==> src/rtl/result_requantizer.sv <==
// Output stage of the 2x2 systolic array: captures four accumulations, applies
// optional ReLU, requantizes each to saturated int8 and buffers the bytes in a FIFO.
module result_requantizer #(
  parameter int ACC_W = 12,
  parameter int DEPTH = 8
) (
  input  logic                    clk,
  input  logic                    rst,
  input  logic                    clear,
  input  logic                    capture,
  input  logic signed [ACC_W-1:0] c00,
  input  logic signed [ACC_W-1:0] c01,
  input  logic signed [ACC_W-1:0] c10,
  input  logic signed [ACC_W-1:0] c11,
  input  logic                    activation,
  input  logic [3:0]              shift,
  input  logic                    rd_en,
  output logic [7:0]              out_data,
  output logic                    out_valid,
  output logic                    busy,
  output logic [$clog2(DEPTH):0]  count,
  output logic                    sat_flag,
  output logic                    drop_flag
);

  localparam int PW = $clog2(DEPTH);
  localparam logic [3:0]    SHIFT_MAX  = 4'(ACC_W - 1);
  localparam logic [PW:0]   ACCEPT_MAX = (PW+1)'(DEPTH - 4);
  localparam logic [PW:0]   CNT_ONE    = (PW+1)'(1);
  localparam logic [PW-1:0] PTR_ONE    = PW'(1);

  typedef enum logic {IDLE = 1'b0, CONV = 1'b1} state_t;

  state_t                  state_r, state_next_s;
  logic signed [ACC_W-1:0] stage_r [4];
  logic                    act_r;
  logic [3:0]              shift_r;
  logic [1:0]              idx_r;
  logic [7:0]              mem_r [DEPTH];
  logic [PW-1:0]           wr_ptr_r, rd_ptr_r, rd_next_s;
  logic [PW:0]             count_r, count_next_s;
  logic [7:0]              data_r, data_next_s;
  logic                    valid_r, sat_r, drop_r;
  logic                    accept_s, drop_s, push_s, pop_s;
  logic [8:0]              q_s;

  // Returns {clipped, byte}; all arithmetic is one bit wider than the accumulator
  // so that rounding up 2^(ACC_W-1)-1 cannot wrap negative.
  function automatic logic [8:0] quantize(input logic signed [ACC_W-1:0] elem,
                                          input logic relu, input logic [3:0] sh);
    logic signed [ACC_W:0] v;
    logic signed [ACC_W:0] rnd;
    logic                  clip;
    v   = {elem[ACC_W-1], elem};
    rnd = '0;
    if (relu && v[ACC_W]) v = '0;
    else v = v;
    if (sh != 4'd0) begin
      rnd[sh - 4'd1] = 1'b1;
      v = (v + rnd) >>> sh;
    end else begin
      rnd = '0;
    end
    clip = ~((&v[ACC_W:7]) | (~|v[ACC_W:7]));
    if (clip) quantize = {1'b1, (v[ACC_W] ? 8'h80 : 8'h7F)};
    else quantize = {1'b0, v[7:0]};
  endfunction

  assign q_s = quantize(stage_r[idx_r], act_r, shift_r);

  // Next state, capture acceptance, push/pop decisions and FIFO bookkeeping
  always_comb begin
    state_next_s = state_r;
    accept_s     = 1'b0;
    drop_s       = 1'b0;
    push_s       = 1'b0;
    case (state_r)
      IDLE: begin
        if (capture && (count_r <= ACCEPT_MAX)) begin
          accept_s     = 1'b1;
          state_next_s = CONV;
        end else if (capture) begin
          drop_s = 1'b1;
        end else begin
          state_next_s = IDLE;
        end
      end
      CONV: begin
        push_s = 1'b1;
        if (capture) drop_s = 1'b1;
        else drop_s = 1'b0;
        if (idx_r == 2'd3) state_next_s = IDLE;
        else state_next_s = CONV;
      end
      default: state_next_s = IDLE;
    endcase
    if (clear) begin
      state_next_s = IDLE;
      accept_s     = 1'b0;
      drop_s       = 1'b0;
      push_s       = 1'b0;
    end else begin
      state_next_s = state_next_s;
    end

    if (!clear && rd_en && (count_r != '0)) pop_s = 1'b1;
    else pop_s = 1'b0;
    rd_next_s = rd_ptr_r + PTR_ONE;

    case ({push_s, pop_s})
      2'b10:   count_next_s = count_r + CNT_ONE;
      2'b01:   count_next_s = count_r - CNT_ONE;
      default: count_next_s = count_r;
    endcase
    if (clear) count_next_s = '0;
    else count_next_s = count_next_s;

    // Show-ahead head byte: the next entry after a pop, or the byte being pushed
    // when it lands in (or straight through) an otherwise empty FIFO.
    data_next_s = data_r;
    if (clear) begin
      data_next_s = 8'h00;
    end else if (pop_s) begin
      if (count_r > CNT_ONE) data_next_s = mem_r[rd_next_s];
      else if (push_s) data_next_s = q_s[7:0];
      else data_next_s = 8'h00;
    end else if (push_s && (count_r == '0)) begin
      data_next_s = q_s[7:0];
    end else begin
      data_next_s = data_r;
    end
  end

  // Control state, staging registers and sticky flags
  always_ff @(posedge clk or posedge rst) begin
    if (rst) begin
      state_r <= IDLE;
      idx_r   <= 2'd0;
      act_r   <= 1'b0;
      shift_r <= 4'd0;
      for (int i = 0; i < 4; i++) stage_r[i] <= '0;
      sat_r   <= 1'b0;
      drop_r  <= 1'b0;
    end else begin
      state_r <= state_next_s;
      if (clear) begin
        idx_r <= 2'd0;
      end else if (accept_s) begin
        stage_r[0] <= c00;
        stage_r[1] <= c01;
        stage_r[2] <= c10;
        stage_r[3] <= c11;
        act_r      <= activation;
        shift_r    <= (shift > SHIFT_MAX) ? SHIFT_MAX : shift;
        idx_r      <= 2'd0;
      end else if (push_s) begin
        idx_r <= idx_r + 2'd1;
      end else begin
        idx_r <= idx_r;
      end
      if (clear) begin
        sat_r  <= 1'b0;
        drop_r <= 1'b0;
      end else begin
        if (drop_s) drop_r <= 1'b1;
        if (push_s && q_s[8]) sat_r <= 1'b1;
      end
    end
  end

  // FIFO pointers, occupancy and registered head byte
  always_ff @(posedge clk or posedge rst) begin
    if (rst) begin
      wr_ptr_r <= '0;
      rd_ptr_r <= '0;
      count_r  <= '0;
      data_r   <= 8'h00;
      valid_r  <= 1'b0;
    end else begin
      if (clear) begin
        wr_ptr_r <= '0;
        rd_ptr_r <= '0;
      end else begin
        if (push_s) wr_ptr_r <= wr_ptr_r + PTR_ONE;
        if (pop_s) rd_ptr_r <= rd_next_s;
      end
      count_r <= count_next_s;
      data_r  <= data_next_s;
      valid_r <= (count_next_s != '0);
    end
  end

  // FIFO storage
  always_ff @(posedge clk) begin
    if (push_s) mem_r[wr_ptr_r] <= q_s[7:0];
  end

  assign out_data  = data_r;
  assign out_valid = valid_r;
  assign busy      = (state_r == CONV);
  assign count     = count_r;
  assign sat_flag  = sat_r;
  assign drop_flag = drop_r;

endmodule

==> config.mk <==
export PLATFORM = sky130hd
export DESIGN_NAME = result_requantizer
export DESIGN_NICKNAME = d
export VERILOG_FILES = /design/src/rtl/result_requantizer.sv
export SDC_FILE = /design/constraint.sdc
export NUM_CORES = 1
export LEC_CHECK = 0
export BUFFER_PORTS_ARGS = -buffer_cell sky130_fd_sc_hd__buf_2
export CORE_UTILIZATION = 37
export CTS_BUF_LIST = sky130_fd_sc_hd__clkbuf_4
export CTS_CLUSTER_SIZE = 8
export DETAILED_ROUTE_END_ITERATION = 10
export SYNTH_ARGS = -nofsm -noshare
export SYNTH_HDL_FRONTEND = slang
export SYNTH_SLANG_ARGS = --single-unit
==> constraint.sdc <==
create_clock -name clk -period 6.7 [get_ports clk]
set_clock_uncertainty 0.05 [all_clocks]
set_input_delay 0.67 -clock clk [delete_from_list [all_inputs] [get_ports clk]]
set_output_delay 0.67 -clock clk [all_outputs]
set_load 0.1 [all_outputs]
* After elaboration in Yosys (flattened, before gate mapping)
Memory sizes are Yosys's and may differ from the RTL's.
Index checks and enable logic that the tools add are counted.
** Operators by class
- Magnitude comparators :: 6
- Eq/ne operators :: 3
- Shifts and indexed selects :: 1
- Reductions and logical operators :: 22
- Muxes and demuxes :: 43
- $add $sub $neg :: 7
- Bitwise gates (word level) :: 4
** Operators with widths (number)
- two-way mux 8 bit :: 6
- two-way mux 13 bit :: 2
- binary-select mux 12 bit (select 2 bit) :: 1
- two-way mux 12 bit :: 2
- two-way mux 1 bit :: 18
- adder 13 bit :: 1
- >>> shifter 13 x 4 -> 13 bit :: 1
- two-way mux 3 bit :: 4
- nonzero test 4 bit :: 3
- two-way mux 9 bit :: 1
- two-way mux 4 bit :: 2
- one-hot mux 4 bit (2 select lines) :: 1
- nonzero test 2 bit :: 4
- subtractor 4 x 1 -> 4 bit (second input constant) :: 2
- logical AND 1 bit :: 7
- adder 3 x 1 -> 3 bit (second input constant) :: 2
- two-way mux 2 bit :: 3
- AND reduction 6 bit :: 1
- nonzero test 3 bit :: 2
- OR reduction 6 bit :: 1
- less-than comparator 4 x 5 -> 1 bit (second input constant) :: 1
- adder 4 x 1 -> 4 bit (second input constant) :: 1
- demux 1 bit (select 4 bit) :: 1
- equality test 2 bit (second input constant) :: 2
- 14 further kinds :: 17
** Word-level totals
- Memories kept :: 1
- Bits in registers :: 77
- Memory bits (writable) :: 64
- Input bits :: 58
- Logic and storage cells :: 102
** Memories
- mem_r :: words 8, width 8, rd ports 1, clocked after memory_dff 0, wr ports 1, RTL line 39 : logic [7:0] mem_r [DEPTH];

* Depth between registers and ports, before layout
- Word-level depth :: 17
- Mapped depth :: 20

* Least setup slack after synthesis
Ideal clock, no wire load.
- Kind :: reg-to-reg
- Start :: register idx_r[1]
- End :: memory mem_r[0][0] (data pin)
- Stages on the path, launching flop included :: 17
- Clock period less this slack :: 4906 ps
- Library setup time :: 292 ps
- Required time :: 6358 ps
- Data arrival time :: 4564 ps
- Path slack :: 1794 ps
- Buffers on the path :: 1
- Path through :: dfrtp_1 buf_1 mux4_2 nor2b_1 ha_1 fa_1 a21o_1 a221oi_4 o221a_4 xor2_4 nand2_2 o21ai_4 inv_2 or3_1 or3_4 and2_4 o21bai_1
** On the way
- Cells in the longest elaborated chain, start to end :: 13
- Elaborated cells between the ends (all ways) :: 15
** RTL lines
- from (decl) :: RTL line 38 : logic [1:0] idx_r;
- from (signal assigned) :: RTL line 157 : idx_r <= idx_r + 2'd1;
- from (signal assigned) :: RTL line 159 : idx_r <= idx_r;
- inverter 2 -> 3 bit (not written as such) (*) :: RTL line 69 : assign q_s = quantize(stage_r[idx_r], act_r, shift_r);
- binary-select mux 12 bit (select 2 bit) (*) :: RTL line 69
- two-way mux 12 bit (not written as such) (*) (2 in series) :: RTL line 69
- logical AND 1 bit :: RTL line 56 : if (relu && v[ACC_W]) v = '0;
- two-way mux 13 bit (*) :: RTL line 56
- adder 13 bit :: RTL line 60 : v = (v + rnd) >>> sh;
- >>> shifter 13 x 4 -> 13 bit :: RTL line 60
- two-way mux 13 bit (*) :: RTL line 58 : if (sh != 4'd0) begin
- OR reduction 6 bit :: RTL line 64 : clip = ~((&v[ACC_W:7]) | (~|v[ACC_W:7]));
- logical NOT 1 bit :: RTL line 64
- bitwise OR 1 bit :: RTL line 64
- two-way mux 9 bit (*) :: RTL line 65 : if (clip) quantize = {1'b1, (v[ACC_W] ? 8'h80 : 8'h7F)};
- net q_s[0] :: RTL line 45 : logic [8:0] q_s;
- to (decl) :: RTL line 39
The timed path passes the listed nets; every way through them passes the cells marked *. The select of a mux whose other input is x is not followed.

* Final worst setup path
- Start :: register shift_r[1]
- End :: memory mem_r[5][4] (data pin)
** On the way
- Cells in the longest elaborated chain, start to end :: 12
- Elaborated cells between the ends (all ways) :: 16
** RTL lines
- from (decl) :: RTL line 37 : logic [3:0] shift_r;
- from (signal assigned) :: RTL line 154 : shift_r <= (shift > SHIFT_MAX) ? SHIFT_MAX : shift;
- subtractor 4 x 1 -> 4 bit :: RTL line 59 : rnd[sh - 4'd1] = 1'b1;
- less-than comparator 4 x 5 -> 1 bit (not written as such) or greater-or-equal comparator 4 x 1 -> 1 bit (tied branches) :: RTL line 59
- logical AND 1 bit (not written as such) :: RTL line 59
- two-way mux 1 bit (not written as such) :: RTL line 59
- demux 1 bit (select 4 bit) :: RTL line 59
- adder 13 bit :: RTL line 60
- >>> shifter 13 x 4 -> 13 bit :: RTL line 60
- two-way mux 13 bit (*) :: RTL line 58
- OR reduction 6 bit :: RTL line 64
- logical NOT 1 bit :: RTL line 64
- bitwise OR 1 bit :: RTL line 64
- two-way mux 9 bit (*) :: RTL line 65
- net q_s[4] :: RTL line 45
The timed path passes the listed nets; every way through them passes the cells marked *.

==> summary.md <==
| Metric | Value |
|---|---|
| Outcome | completed |
| Worst vdd ir | ~0.00012 V |
| Crit path max-delay family | simple AND/OR/NAND/NOR gates |
| Global placer's final weighted congestion | 0.8998 |
| Post-Syn Area per Cell | roughly 12 sq um |
| Crit-path slowest cell | a2111oi_0 |
| Synthesized instance count | 672 |
| Die area | ~0.022 sq mm |
| GR Layer Usage met1 | 25.46% |
| Post-cts sizing count | 0 |
| DRT Wirelength | 18650 um |
| GRT overflow | 0 |
| Logic gate share of total power | 40.1% |
| Starting Density | 37.71% |
| Filler cells | 2034 |
| Slowest stage delay, CP | just over 800 ps |
| Post-CTS setup buffers | 0 |
| Hold Path Class | input pin to register |
| Minimum clock period | around 5500 ps |
| Via count | 5599 |
| Post-synth top flop | dfrtp_1 |
| Internal Power | 1.747 mW |
| Req. time, crit path | around 7000 ps |
| Reg2Reg Launch Point | shift_r[1]$_DFFE_PP0P_ |
| Clock Root Buffer | clkbuf_4 |
| Inst Count DP | 994 |
| Final worst-path cycle share | 82.44% |
| Commonest cells after routing, fill and taps aside | dfrtp_1, nor2_1, buf_2, edfxtp_1, mux2_2 |
| CP Buf/Inv Count | 2 |
| Longest Clk Path Bufs | 2 |
| Critical path endpoint category | register |
| Commonest non-fill, non-tap cell in the layout | dfrtp_1 |
| Post-Syn Nets | between 700 and 800 |
| Total clock buffers created by CTS | 17 |
| RSZ-0062 raised after global routing | false |
| Netlist cell types | 79 |
| I/O pin cnt | 74 |
| Die X | 148.1 um |
| WP data arrival | 5760 ps |
| CP startpoint | shift_r[1]$_DFFE_PP0P_ |
| Layout area overhead | 11.83% |
| Initial DRC count | 394 |
| Slew headroom | 23.10% |
| Placed cell areas | 0.008529 sq mm |
| Finished Layout Cells | 1027 |
| Seq pwr share | 39.9% |
| CP most frequent cell | nor2_1 |
| Slew Limit Fails | 0 |
| DRT Pass-1 Iters | 6 |
| H-tree depth | 4 |
| Worst-Skew Late Latency | 560 ps |
| Core Region | 0.02096 sq mm |
| Worst Hold Launch | c01[1] |
| FP Rows | 53 |
| First-pass GRT wire length | roughly 30000 um |
| Crit Path Max Fanout | 21 |
| Sw Ratio | 40.30% |
| Cell area after synthesis | 0.007901 sq mm |
| Clock Power Share | 20.0% |
| PortBufs | 73 |
| Remaining routing DRC violations | 0 |
| Max Freq | 181.1 MHz |
| Initial antenna violation count | 1 |
| Worst-margin pin slew | 1150 ps |
| Total negative slack | 0 ps |
| Seq cells post-synth | 141 |
| Clk sink count | 141 |
| Met2 GRT Util | between 20% and 30% |
| Post-synth EDFFs | 64 |
| Worst setup path class | register to register |
| Layout cells sized above 1 | 29.96% |
| CTS Hold Buffers Added | 0 |
| Final setup vio count | 0 |
| Critical path, cell by cell | buf_4, inv_1, nand2_1, nor2_1, or2_2, nor2_1, ha_1, and3_1, a221oi_4, nor3_1, a211o_1, nor2_1, a21oi_1, mux2i_1, a211oi_1, a2111oi_0, nor2_1, nor2_1 |
| Die height | 148.1 um |
| Synth warnings | 0 |
| CTS tree | built |
| Net Sw Power | 1.179 mW |
| Max-cap violations | 0 |
| Largest net degree at the start of global routing | between 70 and 80 |
| Wirelength per Cell | 18.15 um |
| GRT Util Overall | 17.89% |
| Sequential share of the synthesized area | 48.71% |
| Type of origin of the critical path | register |
| Clock slew at reported path FFs | 130 ps |
| M3 GR Usage | 3.988% |
| Vias in the first global route | 5481 |
| Design area | 0.008836 sq mm |
| Post-DRT Antenna Nets | 0 |
| GRT busiest layer | met2 |
| Final Hold Fails | 0 |
| DR vias/cell | 5.452 |
| Nets | 817 |
| Fraction of registers with async set/reset | between 50% and 60% |
| Final HPWL DP | 13440 um |
| Pwr Density | 331.3 mW/mm^2 |
| Leak pwr | 3.500 nW |
kinds of logic after synthesis:
logic type,Yosys count,share of synthesized area [%]
simple gates,214,12.89
flops,141,48.71
buf+inv,48,2.565
compound gates,138,12.62
xor+xnor,15,2.138
mux,95,17.66
fa+ha+maj,21,3.420
area by class of cell:
cell class | count | area, sq um | area share (%)
inverter | 15 | 57.56 | 0.6514
timing repair buffer | 80 | 417.9 | 4.730
tap | 275 | 344.1 | 3.894
sequential | 141 | 3849 | 43.56
clock buffer | 17 | 127.6 | 1.444
clock inverter | 15 | 176.4 | 1.997
antenna | 1 | 2.502 | 0.02832
multi-input combinational | 483 | 3861 | 43.70
per-layer routing:
metal	share of wire [%]	wire (um)	vias up
li1	-	-	2653
met1	47	8854	2722
met2	44	8206	197
met3	6.5	1207	27
met5	0	0	-
met4	2.0	376	0
final timing paths:
check                                          endpoint  slack (ps)  cells past startpoint
worst max-delay path              mem_r[5][4]$_DFFE_PP_        1180                     18
min in group asynchronous       stage_r[44]$_DFFE_PP0P_         360                      3
worst min-delay path            stage_r[25]$_DFFE_PP0P_         290                      2
max in group asynchronous       stage_r[15]$_DFFE_PP0P_        5620                      3
worst max register to register    mem_r[5][4]$_DFFE_PP_        1180                     18
worst min register to register   stage_r[3]$_DFFE_PP0P_         470                      1
through the flow:
stage	util [%]	hold slack [ps]	setup slack (ps)	power, mW
6_report	42.17	286.3	1177	2.927
2_1_floorplan	-	423.9	1794	2.062
3_3_place_gp	40.70	430.5	1407	2.339
4_1_cts	42.15	209.3	1260	2.940
3_5_place_dp	40.70	439.9	1314	2.342
5_1_grt	42.17	219.0	812.4	3.094
Yosys cell counts (4+ instances only):
cell type | number | area share (%)
o21a_1 | 5 | 0.48
o22ai_1 | 4 | 0.32
a211o_1 | 6 | 0.67
nand3_1 | 15 | 0.95
nor2b_1 | 15 | 1.2
clkbuf_1 | 24 | 1.1
xnor2_1 | 8 | 0.89
dfrtp_1 | 77 | 24
a21o_1 | 9 | 0.86
and2_1 | 6 | 0.48
mux2_2 | 55 | 7.8
mux4_2 | 30 | 8.6
edfxtp_1 | 64 | 24
xor2_1 | 5 | 0.55
nand2b_1 | 12 | 0.95
nor3_1 | 14 | 0.89
nand2_1 | 49 | 2.3
inv_1 | 13 | 0.62
or3_1 | 6 | 0.48
ha_1 | 20 | 3.2
a211oi_1 | 10 | 0.95
a21oi_1 | 40 | 2.5
nor2_1 | 76 | 3.6
o21ai_0 | 22 | 1.4
mux2i_1 | 10 | 1.3
power by group through the flow:
stage / sequential [mW] / clock, mW / combinational (mW)
global placement: 1.18 / 0 / 1.16
finish: 1.17 / 0.586 / 1.17
floorplan: 1.27 / 0 / 0.795
CTS: 1.17 / 0.611 / 1.16
global route: 1.18 / 0.643 / 1.27
detailed placement: 1.19 / 0 / 1.16
worst register-to-register path: cells and delay by family (launching register included):
kind	cells	cell delay [ps]
and+or+nand+nor	9	1860
muxes	1	210
AOI/OAI and AO/OA	5	1800
DFF	1	380
buffers and inverters	2	600
adders and majority gates	1	370
state kept, by name (all words and copies together) (netlist names), 2 cells and up:
signal,count
rd_ptr_r,3
stage_r,48
wr_ptr_r,3
idx_r,2
mem_r,64
count,4
out_data,8
shift_r,4
Note: power is estimated with default switching activity, not from simulation.
